[src/rtl/pll_lock_pkg.sv]
// Shared encodings and helpers for the PLL lock detector.
package pll_lock_pkg;

  localparam int ERR_W = 33;

  localparam logic [1:0] ST_IDLE   = 2'b00;
  localparam logic [1:0] ST_ACQ    = 2'b01;
  localparam logic [1:0] ST_LOCKED = 2'b10;

  // Magnitude of a signed period error; fits unsigned in ERR_W bits.
  function automatic logic [ERR_W-1:0] err_mag(input logic signed [ERR_W-1:0] e);
    return e[ERR_W-1] ? ERR_W'(-e) : ERR_W'(e);
  endfunction

endpackage

[src/rtl/pll_lock_sync.sv]
// Brings the measured clock into the reference domain and emits a one-cycle
// pulse per rising edge, 2-3 reference cycles after the edge.
module pll_lock_sync (
  input  logic clk,
  input  logic RST_N,
  input  logic async_in,
  output logic edge_pulse
);

  // [0],[1] are the synchronizer flops, [2] is the edge-detect history.
  logic [2:0] sync_q;

  // NOTE: sequential state uses non-blocking assignments so every flop samples
  // pre-edge values regardless of statement order.
  always_ff @(posedge clk or negedge RST_N) begin
    if (!RST_N) begin
      sync_q     <= '0;
      edge_pulse <= 1'b0;
    end else begin
      sync_q     <= {sync_q[1:0], async_in};
      edge_pulse <= sync_q[1] & ~sync_q[2];
    end
  end

endmodule

[src/rtl/pll_lock_detect.sv]
// Lock detector: compares each measured period against the expected period
// and tracks acquisition, lock, loss of lock and measured-clock stall.
module pll_lock_detect
  import pll_lock_pkg::*;
#(
  parameter int unsigned LOCK_COUNT     = 8,
  parameter int unsigned UNLOCK_COUNT   = 2,
  parameter int unsigned TIMEOUT_CYCLES = 1024,
  parameter int unsigned CNT_W          = 16
) (
  input  logic                    clk,
  input  logic                    RST_N,
  input  logic                    PWRDWN,
  input  logic                    sample_clk,
  input  logic [31:0]             period_length_1000,
  input  logic [31:0]             expected_period_1000,
  input  logic [31:0]             tolerance_1000,
  input  logic                    clr_lost,
  output logic                    LOCKED,
  output logic                    lock_lost,
  output logic signed [ERR_W-1:0] period_error,
  output logic [1:0]              state
);

  localparam logic [CNT_W-1:0] LOCK_LIM   = CNT_W'(LOCK_COUNT);
  localparam logic [CNT_W-1:0] UNLOCK_LIM = CNT_W'(UNLOCK_COUNT);
  localparam logic [CNT_W-1:0] TMO_LIM    = CNT_W'(TIMEOUT_CYCLES - 1);
  localparam logic [CNT_W-1:0] CNT_ONE    = CNT_W'(1);

  logic                    edge_pulse;
  logic signed [ERR_W-1:0] err;
  logic                    match;
  logic [CNT_W-1:0]        match_cnt;
  logic [CNT_W-1:0]        miss_cnt;
  logic [CNT_W-1:0]        tmo_cnt;

  pll_lock_sync u_sync (
    .clk        (clk),
    .RST_N      (RST_N),
    .async_in   (sample_clk),
    .edge_pulse (edge_pulse)
  );

  // NOTE: every signal written here gets a value on every path, so no latch.
  always_comb begin
    err   = $signed({1'b0, period_length_1000}) - $signed({1'b0, expected_period_1000});
    match = (period_length_1000 != 32'd0) && (err_mag(err) <= {1'b0, tolerance_1000});
  end

  assign LOCKED = (state == ST_LOCKED);

  // Priority: power-down, then stall timeout, then the sampled edge.
  always_ff @(posedge clk or negedge RST_N) begin
    if (!RST_N) begin
      state        <= ST_IDLE;
      lock_lost    <= 1'b0;
      period_error <= '0;
      match_cnt    <= '0;
      miss_cnt     <= '0;
      tmo_cnt      <= '0;
    end else begin
      // Any lock-loss set below overrides this clear.
      if (clr_lost) lock_lost <= 1'b0;

      if (PWRDWN) begin
        state        <= ST_IDLE;
        period_error <= '0;
        match_cnt    <= '0;
        miss_cnt     <= '0;
        tmo_cnt      <= '0;
      end else if (tmo_cnt == TMO_LIM) begin
        state     <= ST_IDLE;
        match_cnt <= '0;
        miss_cnt  <= '0;
        tmo_cnt   <= '0;
        if (state == ST_LOCKED) lock_lost <= 1'b1;
      end else if (edge_pulse) begin
        tmo_cnt      <= '0;
        period_error <= err;
        case (state)
          ST_IDLE: begin
            // First edge after idle measures a partial period; discard it.
            state     <= ST_ACQ;
            match_cnt <= '0;
            miss_cnt  <= '0;
          end
          ST_ACQ: begin
            if (!match) begin
              match_cnt <= '0;
            end else if (match_cnt + CNT_ONE == LOCK_LIM) begin
              state     <= ST_LOCKED;
              match_cnt <= '0;
              miss_cnt  <= '0;
            end else begin
              match_cnt <= match_cnt + CNT_ONE;
            end
          end
          ST_LOCKED: begin
            if (match) begin
              miss_cnt <= '0;
            end else if (miss_cnt + CNT_ONE == UNLOCK_LIM) begin
              state     <= ST_ACQ;
              miss_cnt  <= '0;
              lock_lost <= 1'b1;
            end else begin
              miss_cnt <= miss_cnt + CNT_ONE;
            end
          end
          default: begin
            state     <= ST_IDLE;
            match_cnt <= '0;
            miss_cnt  <= '0;
          end
        endcase
      end else if (tmo_cnt != '1) begin
        tmo_cnt <= tmo_cnt + CNT_ONE;
      end
    end
  end

endmodule

[config.mk]
export PLATFORM = sky130hd
export DESIGN_NAME = pll_lock_detect
export DESIGN_NICKNAME = d
export VERILOG_FILES = /design/src/rtl/pll_lock_pkg.sv /design/src/rtl/pll_lock_sync.sv /design/src/rtl/pll_lock_detect.sv
export SDC_FILE = /design/constraint.sdc
export NUM_CORES = 1
export LEC_CHECK = 0
export ABC_AREA = 1
export BUFFER_PORTS_ARGS = -buffer_cell sky130_fd_sc_hd__buf_2
export CAP_MARGIN = 0
export CORE_ASPECT_RATIO = 1.2
export CORE_MARGIN = 3
export CORE_UTILIZATION = 53
export CTS_BUF_LIST = sky130_fd_sc_hd__clkbuf_8 sky130_fd_sc_hd__clkbuf_16
export CTS_CLUSTER_DIAMETER = 30
export CTS_CLUSTER_SIZE = 14
export DETAILED_ROUTE_END_ITERATION = 10
export HOLD_SLACK_MARGIN = 0.02
export PLACE_DENSITY = 0.84
export SETUP_SLACK_MARGIN = 0.3
export SLEW_MARGIN = 20
export SYNTH_ARGS = -nofsm -noshare
export SYNTH_HDL_FRONTEND = slang
export SYNTH_SLANG_ARGS = --single-unit
[constraint.sdc]
create_clock -name clk -period 2.61 [get_ports clk]
set_clock_uncertainty 0.1 [all_clocks]
set_input_delay 0.3915 -clock clk [delete_from_list [all_inputs] [get_ports clk]]
set_output_delay 0.3915 -clock clk [all_outputs]
set_load 0.1 [all_outputs]
==> results of run 1 <==
## power groups by stage
stage               combinational [W]  clock, W  sequential [W]
detailed placement            0.00277         0         0.00150
global route                  0.00351   0.00128         0.00149
finish                        0.00327   0.00124         0.00148
global placement              0.00268         0         0.00150
CTS                           0.00290   0.00123         0.00148
floorplan                     0.00135         0         0.00184
## stage by stage
stage	setup slack [ns]	setup TNS [ns]
4_1_cts	-1.70	-57.51
5_1_grt	-2.54	-83.88
6_report	-2.39	-79.77
3_5_place_dp	-2.15	-72.87
2_1_floorplan	-1.47	-48.99
3_3_place_gp	-1.98	-67.22
## critical path: cells and delay by family
family / cells / cell delay [ns]
adder cells (fa/ha/maj): 3 / 1.00
buffers and inverters: 4 / 0.40
AND/OR/NAND/NOR: 25 / 2.83
XOR/XNOR: 1 / 0.26
AO/OA/AOI/OAI: 1 / 0.24
## what timing repair did
item	CTS	global route
hold endpoints to repair	34	0
hold buffers	1	0
endpoints found under the setup margin	38	49
resized for setup	54	99
gates cloned	2	1
pin swaps	44	54
buffers inserted	20	13
## flip-flops by register name, indices dropped and copies added, names as in the netlist
| name | cells |
|---|---|
| miss_cnt | 16 |
| tmo_cnt | 16 |
| u_sync.sync_q | 3 |
| period_error | 33 |
| state | 2 |
| match_cnt | 16 |
| lock_lost | 1 |
| u_sync.edge_pulse | 1 |
## cell usage after synthesis, types with 2 or more instances
cell	instances
nand2_4	2
o21bai_1	4
buf_2	3
nor3_1	24
o21ai_0	53
a211oi_1	5
inv_2	2
buf_6	2
dfrtp_1	88
nand3b_1	15
xor2_1	43
nor2_1	131
nor3_2	2
nand3_2	2
nand2_1	472
inv_1	309
clkbuf_1	10
a21oi_1	43
nor2_4	3
and2_1	2
o22ai_1	11
and3_1	2
o21ai_1	3
xnor2_1	9
nor4_1	12
ha_1	69
nor2_2	4
nand4_1	29
a22o_1	3
a21o_1	2
o31ai_1	3
nand3_1	67
nand2_2	9
## worst min path at each step
| stage | startpoint | endpoint | cells past startpoint |
|---|---|---|---|
| 2_1_floorplan | RST_N | lock_lost$_DFF_PN0_ | 0 |
| 3_3_place_gp | u_sync.sync_q[0]$_DFF_PN0_ | u_sync.sync_q[1]$_DFF_PN0_ | 0 |
| 3_5_place_dp | u_sync.sync_q[0]$_DFF_PN0_ | u_sync.sync_q[1]$_DFF_PN0_ | 0 |
| 4_1_cts | sample_clk | u_sync.sync_q[0]$_DFF_PN0_ | 1 |
| 5_1_grt | sample_clk | u_sync.sync_q[0]$_DFF_PN0_ | 1 |
| 6_report | sample_clk | u_sync.sync_q[0]$_DFF_PN0_ | 1 |
## cells in the final DEF (no fill, tap or decap), drive strengths merged
cell type,netlist,routed
o21a,1,1
nand3,70,70
clkinvlp,0,1
a22o,3,3
ha,69,69
inv,311,312
dfrtp,88,88
dlygate4sd3,0,1
or2,1,1
buf,6,407
nor3,26,26
a211oi,5,5
nand2,483,483
and3,2,2
xor2,45,45
fa,1,1
a21o,2,2
a31oi,1,1
o21bai,4,4
nor4,12,12
a221oi,1,1
clkbuf,10,9
bufinv,0,1
nor3b,1,1
nand4,29,29
o22ai,11,11
a21oi,43,43
o31ai,3,3
clkinv,0,2
o21ai,56,56
and2,2,2
nand3b,15,15
nor2,138,139
xnor2,9,9
## layer usage
metal / up-vias / GRT usage (%)
met4: 0 / 19.2
met2: 699 / 57.1
li1: 5287 / -
met1: 5162 / 33.9
met5: - / 0
met3: 265 / 3.75
## cell type report
| cell class | instances | area share (%) |
|---|---|---|
| multi-input combinational | 1034 | 47.2 |
| timing repair buffer | 408 | 22.0 |
| sequential | 88 | 17.2 |
| inverter | 311 | 9.31 |
| tap | 212 | 2.07 |
| clock buffer | 9 | 1.76 |
| clock inverter | 5 | 0.401 |
## kinds of logic (layout without fill, tap and decap cells)
| group | count (synthesis) | count (layout) | share of synthesized area, % |
|---|---|---|---|
| buf+inv | 327 | 733 | 14.1 |
| flops | 88 | 88 | 24.8 |
| compound gates | 130 | 130 | 8.09 |
| simple gates | 779 | 780 | 37.4 |
| fa+ha+maj | 70 | 70 | 9.95 |
| xor+xnor | 54 | 54 | 5.63 |
==> results list, run 1 <==
- The run finished, with violations left.
- Violations in the final reports: negative setup slack
* Reported max-cap violation count: 0
- After layout, the minimum clock period comes to about 5 ns.
- Of all cell types, the one taking the most synthesized area is dfrtp_1.
- The worst register-to-register path begins at match_cnt[5]$_DFFE_PN0P_.
* Via count of the first global-routing pass: 10.6k
- Detailed placer's ending HPWL: roughly 22 mm
- Overflow left after global routing: 0
- Power per unit of standard cell area: 469 nW/um^2
* Uppermost routed layer: met4
- After filler insertion, the fill cell instance count of the layout stands at 1089.
- The number of endpoints with negative hold slack in the final report was 0.
- Summing all placed instances gives a cell area of 11600 um^2.
* Largest cells by area after synthesis: dfrtp_1 (25%), nand2_1 (20%), inv_1 (13%)
* Routed len/inst: 15.9 um
- Type of the worst setup path: input pin to flip-flop
- Cell area after layout: 12800 um^2
- Die X-Extent: 124 um
- Clock slew seen by the registers of the worst setup and hold paths: 0.06 ns
* Pint: 0.00341 W
- The routed design has around 33 mm of wire.
- The routed design uses 2.36 mm of met3 wire.
- After synthesis the netlist holds a flip-flop and latch count of 88.
- Cells with a size suffix above 1 make up 30.8% of the layout.
- DR iter-0 viols: 1079
- Yosys cell types: 43
* Combined global-route utilization of all metal layers: 31.4%
* Placer congestion estimate: 0.906
- Of the available clock period, the critical path in the final layout requires 192%.
- In the post-route analysis, the smallest setup slack over all paths is -2.39 ns.
- Footprint of the flip-flops and latches: 2200 um^2
* Origin of the worst setup path: period_length_1000[0]
- Last element of the critical path: state[0]$_DFFE_PN0P_
- Summed over all nets, the switching power comes to 0.00259 W.
- Synthesis produced a netlist whose cell count is 1448.
- Net Sw Frac: 43.1%
* Crit Reg-Reg Endpoint: state[0]$_DFFE_PN0P_
- IO Count: between 100 and 150
- Total placed cells including tap cells: 2016
- Row generation in the floorplan step produced 51 rows.
- In this run the remaining antenna-violating nets after routing total 0.
- CTS saw 88 sinks.
- After synthesis, the largest area contributor takes up 24.8% of total cell area.
- Leakage component of the power: 7.28 nW
- STA puts the critical path data required time at 2.74 ns.
- Fraction of power consumed by the clock network: around a fifth
- Area of the die: 18300 um^2
- In this design, the stage delay of the slowest critical-path cell is ~0.55 ns.
- Along the worst path, the maximum fanout reaches 6.
* Worst Setup End Kind: flip-flop
- Antenna violations before repair: 0
* Largest net degree at the start of global routing: 55
* Peak ir drop on the vdd network: 0.000383 V
- Yosys printed 0 warnings.
- Final Slew Violations: 0
- Setup repair after global routing could not meet its margin everywhere.
* Die height: 148 um
- Final hold slack: 0.0930 ns
- Setup violations remaining at the end of the flow were counted as 35.
- Average vias per placed instance: between 5 and 6
* Cell mode on critical path: nand2_1
- The first detailed-routing pass ran for 6 iterations.
* First-pass GRT wire length: 46.4 mm
* Worst hold path class: input pin to flip-flop
- Detailed routing inserted a total of 11.4k vias.
* Multi-input gate area in the final layout: 6040 um^2
* Slew at the pin closest to its max-slew limit: 0.594 ns
- Number of I/O port buffers: 137
- Counting flops with an async set or reset pin after synthesis yields a share of 100%.
* Residual DRC count: 0
- Critical path data arrival time: 5.14 ns
- Clock tree synthesis inserted a total of 9 buffers.
- CTS HTree Levels: 3
* Final layout net count: just over 2k
- Worst Reg2Reg Path Length in Cells: 15
- Largest buffer count on any clock path: 2
* Met2 wire length: 16.4 mm
- Post-synth EDFFs: 0
- Fraction of power consumed by sequential logic: 24.7%
- Counting every net in the synthesized netlist gives ~1.6k.
* Post-layout utilization of the core: 78.3%
- The share of total power dissipated in combinational logic is a little over half.
* Crit start category: input pin
* Length of routed wiring on met1: 11.5 mm
- For flop-to-flop paths, the worst setup slack is -0.52 ns.
- The share of the Yosys chip area taken by registers is 24.8%.
* Worst rel slew slack: between 60 and 70%
* Post-synth design cell area: 8870 um^2
- Signed area change from the synthesized netlist to the final layout: 44.1%
* Highest clock frequency the design can meet: 0.200 GHz
- Standard cell core area: 16300 um^2
* Number of standard cells in the final layout excluding fillers: 2067
* Mean area per synthesized cell: 6.13 um^2
- The tree is rooted in a clkbuf_16.
- TritonCTS clock tree: done
- Clock latency on the worst-skew pair: 0.35 ns
- The repair_antennas step left the layout with diodes totalling 0.
* Dominant register cell in the synthesized netlist: dfrtp_1
* Crit-path slowest cell: fa_2
- Power comes to 0.00600 W.
- Starting Density: 54.3%
Note: power is estimated with default switching activity, not from simulation.
==> run 2, diff against run 1 <==
--- a/config.mk
+++ b/config.mk
@@ -9,15 +9,16 @@
 export BUFFER_PORTS_ARGS = -buffer_cell sky130_fd_sc_hd__buf_2
 export CAP_MARGIN = 0
 export CORE_ASPECT_RATIO = 1.2
-export CORE_MARGIN = 3
+export CORE_MARGIN = 2
 export CORE_UTILIZATION = 53
 export CTS_BUF_LIST = sky130_fd_sc_hd__clkbuf_8 sky130_fd_sc_hd__clkbuf_16
 export CTS_CLUSTER_DIAMETER = 30
-export CTS_CLUSTER_SIZE = 14
+export CTS_CLUSTER_SIZE = 12
 export DETAILED_ROUTE_END_ITERATION = 10
 export HOLD_SLACK_MARGIN = 0.02
 export PLACE_DENSITY = 0.84
 export SETUP_SLACK_MARGIN = 0.3
+export SKIP_CTS_REPAIR_TIMING = 1
 export SLEW_MARGIN = 20
 export SYNTH_ARGS = -nofsm -noshare
 export SYNTH_HDL_FRONTEND = slang
==> results list, run 2 (same netlist as run 1, synthesis figures left out) <==
* Crit start category: input pin
- The register clock-pin slew on the reported worst setup and hold paths was 0.06 ns (about the same).
- RSZ-0062 raised after global routing: true
* Final-report hold violation count: 0 (unchanged)
- Post-detailed-route count of antenna-violating nets: 0 (unchanged)
- The number of filler instances in the final layout is 1151 (+5.7%).
- Crit-path slowest cell: fa_2
- The starting density of the core came to 54.3% (unchanged).
- The final critical-path share of the clock period was 178% (-14 points).
* Via count of the first global-routing pass: 10.0k (-5.1%)
* Total placed cells including tap cells: 2020 (+0.20%)
* Number of placement rows: 51 (unchanged)
- The slew at the pin with the worst max-slew slack was 0.609 ns (+0.0152 ns).
- Die X-Extent: 122 um (-1.6%)
* Standard cell core area: 16300 um^2 (unchanged)
- The wire length per cell came to 14.3 um (-10%).
* Antenna violations before repair: 0 (unchanged)
- Residual DRC count: 0 (unchanged)
- The total internal power came to 0.00356 W (+4.5%).
* Final Slew Violations: 0 (unchanged)
* Most flops, register: period_error
- In the layout the commonest cells are nand2_1 (447), inv_1 (303), buf_4 (250).
- The checks that failed: negative setup slack.
- Run status: finished, violations left
* Post-place setup slack: -2.23 ns (-0.0842 ns)
* Average vias per placed instance: 5.31 (-3.9%)
* Cts bufs inserted: 9 (unchanged)
- Highest clock frequency the design can meet: 0.215 GHz (+7.6%)
* Peak ir drop on the vdd network: 0.000388 V (+1.3%)
- The level count of the clock H-tree was 3 (unchanged).
- The utilization of the core after routing is 77.9% (-0.33 points).
- TritonCTS built the clock tree.
- The fraction of final layout cells with drive strength greater than 1 was 30.0% (-0.84 points).
- Root buffer cell: clkbuf_16
- The time the worst path needs with I/O delays and setup came to 4.65 ns (-0.353 ns).
- The violation count after the first detailed-route iteration came to 937 (-13%).
* Overflow left after global routing: 0 (unchanged)
- The required time of the critical path is 2.79 ns (+0.05 ns).
* Accumulated negative setup slack: -69.01 ns (+10.76 ns)
- Total via count after detailed routing: 10.9k (-4.2%)
* Largest net degree at the start of global routing: 46 (-16%)
- The total global-route track usage came to 29.9% (-1.4 points).
- Cell mode on critical path: nand2_1
* Worst Setup End Kind: flip-flop
- Clock latency on the worst-skew pair: 0.35 ns (about the same)
* First-pass GRT wire length: 43.7 mm (-5.7%)
- The part of the power in the clock network was 24.4% (+3.7 points).
- Placer congestion estimate: 0.942 (+3.9%)
- Reported max-cap violation count: 0 (unchanged)
- Max FFs per register: 33 (unchanged)
* Critical path data arrival time: 4.83 ns (-0.31 ns)
- Relative to the synthesized area, the layout overhead comes to 43.5%.
- The total power after layout came to 0.00601 W (+0.15%).
- The final wirelength came to 29.5 mm (-10%).
* Number of I/O port buffers: 137 (unchanged)
* Most common cell after layout, fill and taps aside: nand2_1
- Pre-Repair DR Iteration Count: 7 (+1)
- Largest buffer count on any clock path: 2 (unchanged)
- Leakage component of the power: 7.27 nW (-0.22%)
- Sw Pwr: 0.00244 W (-5.5%)
- The number of failing setup endpoints in the final timing report was 35 (unchanged).
- Diode insertion count for antenna repair: 0 (unchanged)
- The maximum fanout encountered on the critical timing path was 6 (unchanged).
- Worst rel slew slack: 59.4% (-0.87 points)
* Die height: 146 um (-1.4%)
- IO Count: 138 (unchanged)
- The total clock sinks was 88 (unchanged).
* Power per unit of standard cell area: 472 nW/um^2 (+0.57%)
* Final setup slack of the worst path: -2.04 ns (+0.353 ns)
* Comb pwr share: 50.9% (-3.7 points)
- Flop-to-flop setup slack: -0.31 ns (+0.21 ns)
* Net Sw Frac: 40.7% (-2.4 points)
- The tightest min-delay check is of the input pin to flip-flop type.
- The area of the die is 17800 um^2 (-2.9%).
* Fraction of power consumed by sequential logic: 24.7% (about the same)
* Longest individual stage delay on the worst path: 0.58 ns (+0.03 ns)
- Final layout net count: 2013 (-0.49%)
- Type of the worst setup path: input pin to flip-flop
- The final instance count without filler cells is 2059 (-0.39%).
- The detailed-placement wirelength estimate is 21.8 mm (-1.2%).
## run 2: metrics by stage
step	cell area [um^2]	hold slack (ns)
2_1_floorplan	8970	-0.00409
3_3_place_gp	11600	0.232
3_5_place_dp	11600	0.249
4_1_cts	12000	-0.0274
5_1_grt	12700	0.0618
6_report	12700	0.0805
## run 2: final cells by class
class | instances | area [um^2] | area share, %
Multi-Input combinational cell | 1034 | 6010 | 47.2
Clock buffer | 9 | 225 | 1.77
Timing Repair Buffer | 398 | 2730 | 21.4
Inverter | 311 | 1180 | 9.31
Tap cell | 212 | 265 | 2.08
Sequential cell | 88 | 2200 | 17.3
Clock inverter | 7 | 111 | 0.875
## run 2: worst max-delay path, delay by kind of cell
kind | cells | cell delay [ns]
xor+xnor | 1 | 0.10
simple gates | 25 | 2.68
compound gates | 1 | 0.15
buf+inv | 4 | 0.44
fa+ha+maj | 3 | 1.05
## run 2: final timing paths
| check | from | end | cells after the start |
|---|---|---|---|
| max in group asynchronous | RST_N | match_cnt[12]$_DFFE_PN0P_ | 3 |
| max reg2reg | match_cnt[1]$_DFFE_PN0P_ | miss_cnt[5]$_DFFE_PN0P_ | 14 |
| max | period_length_1000[0] | miss_cnt[5]$_DFFE_PN0P_ | 34 |
| min reg2reg | u_sync.sync_q[0]$_DFF_PN0_ | u_sync.sync_q[1]$_DFF_PN0_ | 0 |
| min in group asynchronous | RST_N | tmo_cnt[2]$_DFFE_PN0P_ | 2 |
| min | sample_clk | u_sync.sync_q[0]$_DFF_PN0_ | 1 |
## run 2: layer usage
| metal | up-vias | GRT usage [%] | wire (um) |
|---|---|---|---|
| li1 | 5279 | - | - |
| met1 | 4976 | 34.1 | 10800 |
| met2 | 519 | 54.7 | 15100 |
| met3 | 155 | 3.10 | 1790 |
| met4 | 0 | 14.8 | 1760 |
| met5 | - | 0 | 0 |
## run 2: power by group through the flow
stage	Combinational (W)	Sequential (W)	Clock (W)
floorplan	0.00135	0.00184	0
global placement	0.00271	0.00150	0
detailed placement	0.00278	0.00150	0
CTS	0.00280	0.00148	0.00146
global route	0.00333	0.00149	0.00153
finish	0.00306	0.00148	0.00147
==> run 3, diff against run 2 <==
--- a/config.mk
+++ b/config.mk
@@ -16,7 +16,7 @@
 export CTS_CLUSTER_SIZE = 12
 export DETAILED_ROUTE_END_ITERATION = 10
 export HOLD_SLACK_MARGIN = 0.02
-export PLACE_DENSITY = 0.84
+export PLACE_DENSITY = 0.82
 export SETUP_SLACK_MARGIN = 0.3
 export SKIP_CTS_REPAIR_TIMING = 1
 export SLEW_MARGIN = 20
==> constraint.sdc (replaced) <==
create_clock -name clk -period 5.6 [get_ports clk]
set_clock_uncertainty 0.1 [all_clocks]
set_input_delay 0.84 -clock clk [delete_from_list [all_inputs] [get_ports clk]]
set_output_delay 0.84 -clock clk [all_outputs]
set_load 0.1 [all_outputs]
==> results list, run 3 (same netlist as run 1, synthesis figures left out) <==
- The detailed-route vias per instance was 5.09 (-4.0%).
* CP top delay family: simple AND/OR/NAND/NOR gates
- Number of standard cells in the final layout excluding fillers: 1811 (-12%)
- The final global-route overflow total was 0 (unchanged).
* Diode insertion count for antenna repair: 0 (unchanged)
* DR iter-0 viols: 503 (-46%)
- The part of the power in the clock network came to 24.0% (-0.4 points).
* Share of final-layout standard cells stronger than drive strength 1: 13.7% (-16 points)
- Pint: 0.00129 W (-64%)
- The post-detailed-route DRC marker count came to 0 (unchanged).
- Detailed placer's ending HPWL: 19.2 mm (-12%)
- Based on the critical path, the design can be clocked at up to between 0.2 and 0.25 GHz.
* Final layout net count: 1765 (-12%)
- Clock latency on the worst-skew pair: 0.35 ns (about the same)
- The required time of the critical path was 5.73 ns (+2.94 ns).
- The total global-route track usage is 26.9% (-3.1 points).
- Comb pwr share: 46.1% (-4.8 points)
* Final-report hold violation count: 0 (unchanged)
- The remaining max-slew budget at the tightest pin is 34.6% (-25 points).
- The register-to-register path setup slack came to 2.32 ns (+2.63 ns).
- The flow ran to the end, and the final reports show no timing, DRC or antenna violations.
- The power density over the cells was 225 nW/um^2 (-52%).
* Sw Pwr: 0.00101 W (-59%)
- The tightest min-delay check is of the flip-flop to flip-flop type.
- The remaining number of nets flagged by the antenna check after routing was 0 (unchanged).
- Worst Setup End Kind: flip-flop
- The height of the chip is 146 um (unchanged).
* Most common cell after layout, fill and taps aside: nand2_1
- Starting Density: 54.3% (unchanged)
- The number of buffers inserted during clock tree synthesis came to 9 (unchanged).
- IO Count: 138 (unchanged)
- Counting flops per register, the top entry is period_error.
* RSZ-0062 raised after global routing: false
- Critical path data arrival time: 5.06 ns (+0.23 ns)
* Routed len/inst: 12.9 um (-9.8%)
- Net Sw Frac: 44.1% (+3.4 points)
- The post-route worst hold slack was 0.261 ns (+0.181 ns).
- The die boundary width came to 122 um (unchanged).
* Antenna violations before repair: 0 (unchanged)
* Slew at the pin closest to its max-slew limit: 0.977 ns (+0.368 ns)
* Final Slew Violations: 0 (unchanged)
- Placer congestion estimate: 0.945 (+0.40%)
- Total placed cells including tap cells: 1789 (-11%)
- The number of global-route vias before repair came to 8792 (-12%).
- Cell area after placement: 9810 um^2 (-16%)
* Fraction of power consumed by sequential logic: 29.9% (+5.2 points)
- The total number of placement rows came to 51 (unchanged).
* Final period demand of the worst path: 4.92 ns
- Final setup fails: 0 (-100%)
* Number of sinks driven by the clock tree: 88 (unchanged)
* First-pass GRT wire length: 38.9 mm (-11%)
* Root buffer cell: clkbuf_16
* Final worst-path cycle share: 87.9%
- The register clock-pin slew on the reported worst setup and hold paths is 0.06 ns (about the same).
- TritonCTS clock tree: done
* Reported max-cap violation count: 0 (unchanged)
- Pre-Repair DR Iteration Count: 6 (-1)
* Leakage component of the power: 5.98 nW (-18%)
- Longest individual stage delay on the worst path: 0.57 ns (about the same)
- Type of the worst setup path: input pin to flip-flop
- Signed area change from the synthesized netlist to the final layout: 15.4%
- Crit-path max FO: 7 (+1)
* Largest net degree at the start of global routing: 89 (+93%)
* Crit-path slowest cell: fa_2
* Cell area after layout: 10200 um^2 (-20%)
- Area of the die: 17800 um^2 (unchanged)
- CTS HTree Levels: 3 (unchanged)
- The total core area is 16300 um^2 (unchanged).
- Max FFs per register: 33 (unchanged)
* Accumulated negative setup slack: 0 ns (+69.01 ns)
- The most numerous cell type found on the critical path is nand2_1.
* Peak ir drop on the vdd network: 0.000152 V (-61%)
* Number of buffers and inverters on the critical path: 2 (-2)
* Number of I/O port buffers: 137 (unchanged)
- The overall via count from detail_route came to 9226 (-16%).
- The top cell types in the final layout, fill and taps aside, are nand2_1 (464), inv_1 (307), buf_2 (136).
* Aggregate routed wire length: 23.4 mm (-21%)
- Largest buffer count on any clock path: 2 (unchanged)
* Crit start category: input pin
## run 3: cell count changes in the layout (fill, tap and decap cells not counted), sizes merged
cell and delta:
buf -247, bufinv -3, clkinv +2, clkinvlp +1, dlygate4sd3 -1
## run 3: power groups by stage
stage | sequential [W] | combinational (W) | clock, W
final | 0.000688 | 0.00106 | 0.000553
after global routing | 0.000690 | 0.00118 | 0.000580
after CTS | 0.000687 | 0.00102 | 0.000560
after detailed placement | 0.000699 | 0.00102 | 0
after global placement | 0.000698 | 0.000997 | 0
after floorplan | 0.000857 | 0.000612 | 0
## run 3: final timing paths
| kind | start | endpoint | cells after the start |
|---|---|---|---|
| hold / removal | u_sync.sync_q[0]$_DFF_PN0_ | u_sync.sync_q[1]$_DFF_PN0_ | 0 |
| max in group asynchronous | RST_N | period_error[24]$_DFFE_PN0P_ | 1 |
| setup / recovery | expected_period_1000[0] | miss_cnt[4]$_DFFE_PN0P_ | 31 |
| min in group asynchronous | RST_N | u_sync.sync_q[1]$_DFF_PN0_ | 1 |
| setup reg to reg | miss_cnt[0]$_DFFE_PN0P_ | state[1]$_DFFE_PN0P_ | 15 |
| hold reg to reg | u_sync.sync_q[0]$_DFF_PN0_ | u_sync.sync_q[1]$_DFF_PN0_ | 0 |
## run 3: layout make-up
cell class	count	area, um^2
timing repair buffer	150	801
multi-input combinational	1034	5530
clock buffer	9	225
inverter	311	1170
tap	212	265
clock inverter	7	50.0
fill	1566	6090
sequential	88	2200
## run 3: per-stage QoR
stage	util [%]	setup WS (ns)	total power, W
3_3_place_gp	60.0	0.354	0.00169
2_1_floorplan	-	0.842	0.00147
6_report	62.7	0.676	0.00230
4_1_cts	61.7	0.525	0.00227
3_5_place_dp	60.0	0.191	0.00172
5_1_grt	62.7	0.288	0.00245
## run 3: metal layers
layer	GRT usage [%]	vias up	part of all wire [%]
met5	0	-	0
met4	13.6	0	4.5
met3	3.61	72	5.4
met2	46.9	287	49
met1	31.8	4091	41
li1	-	4776	-
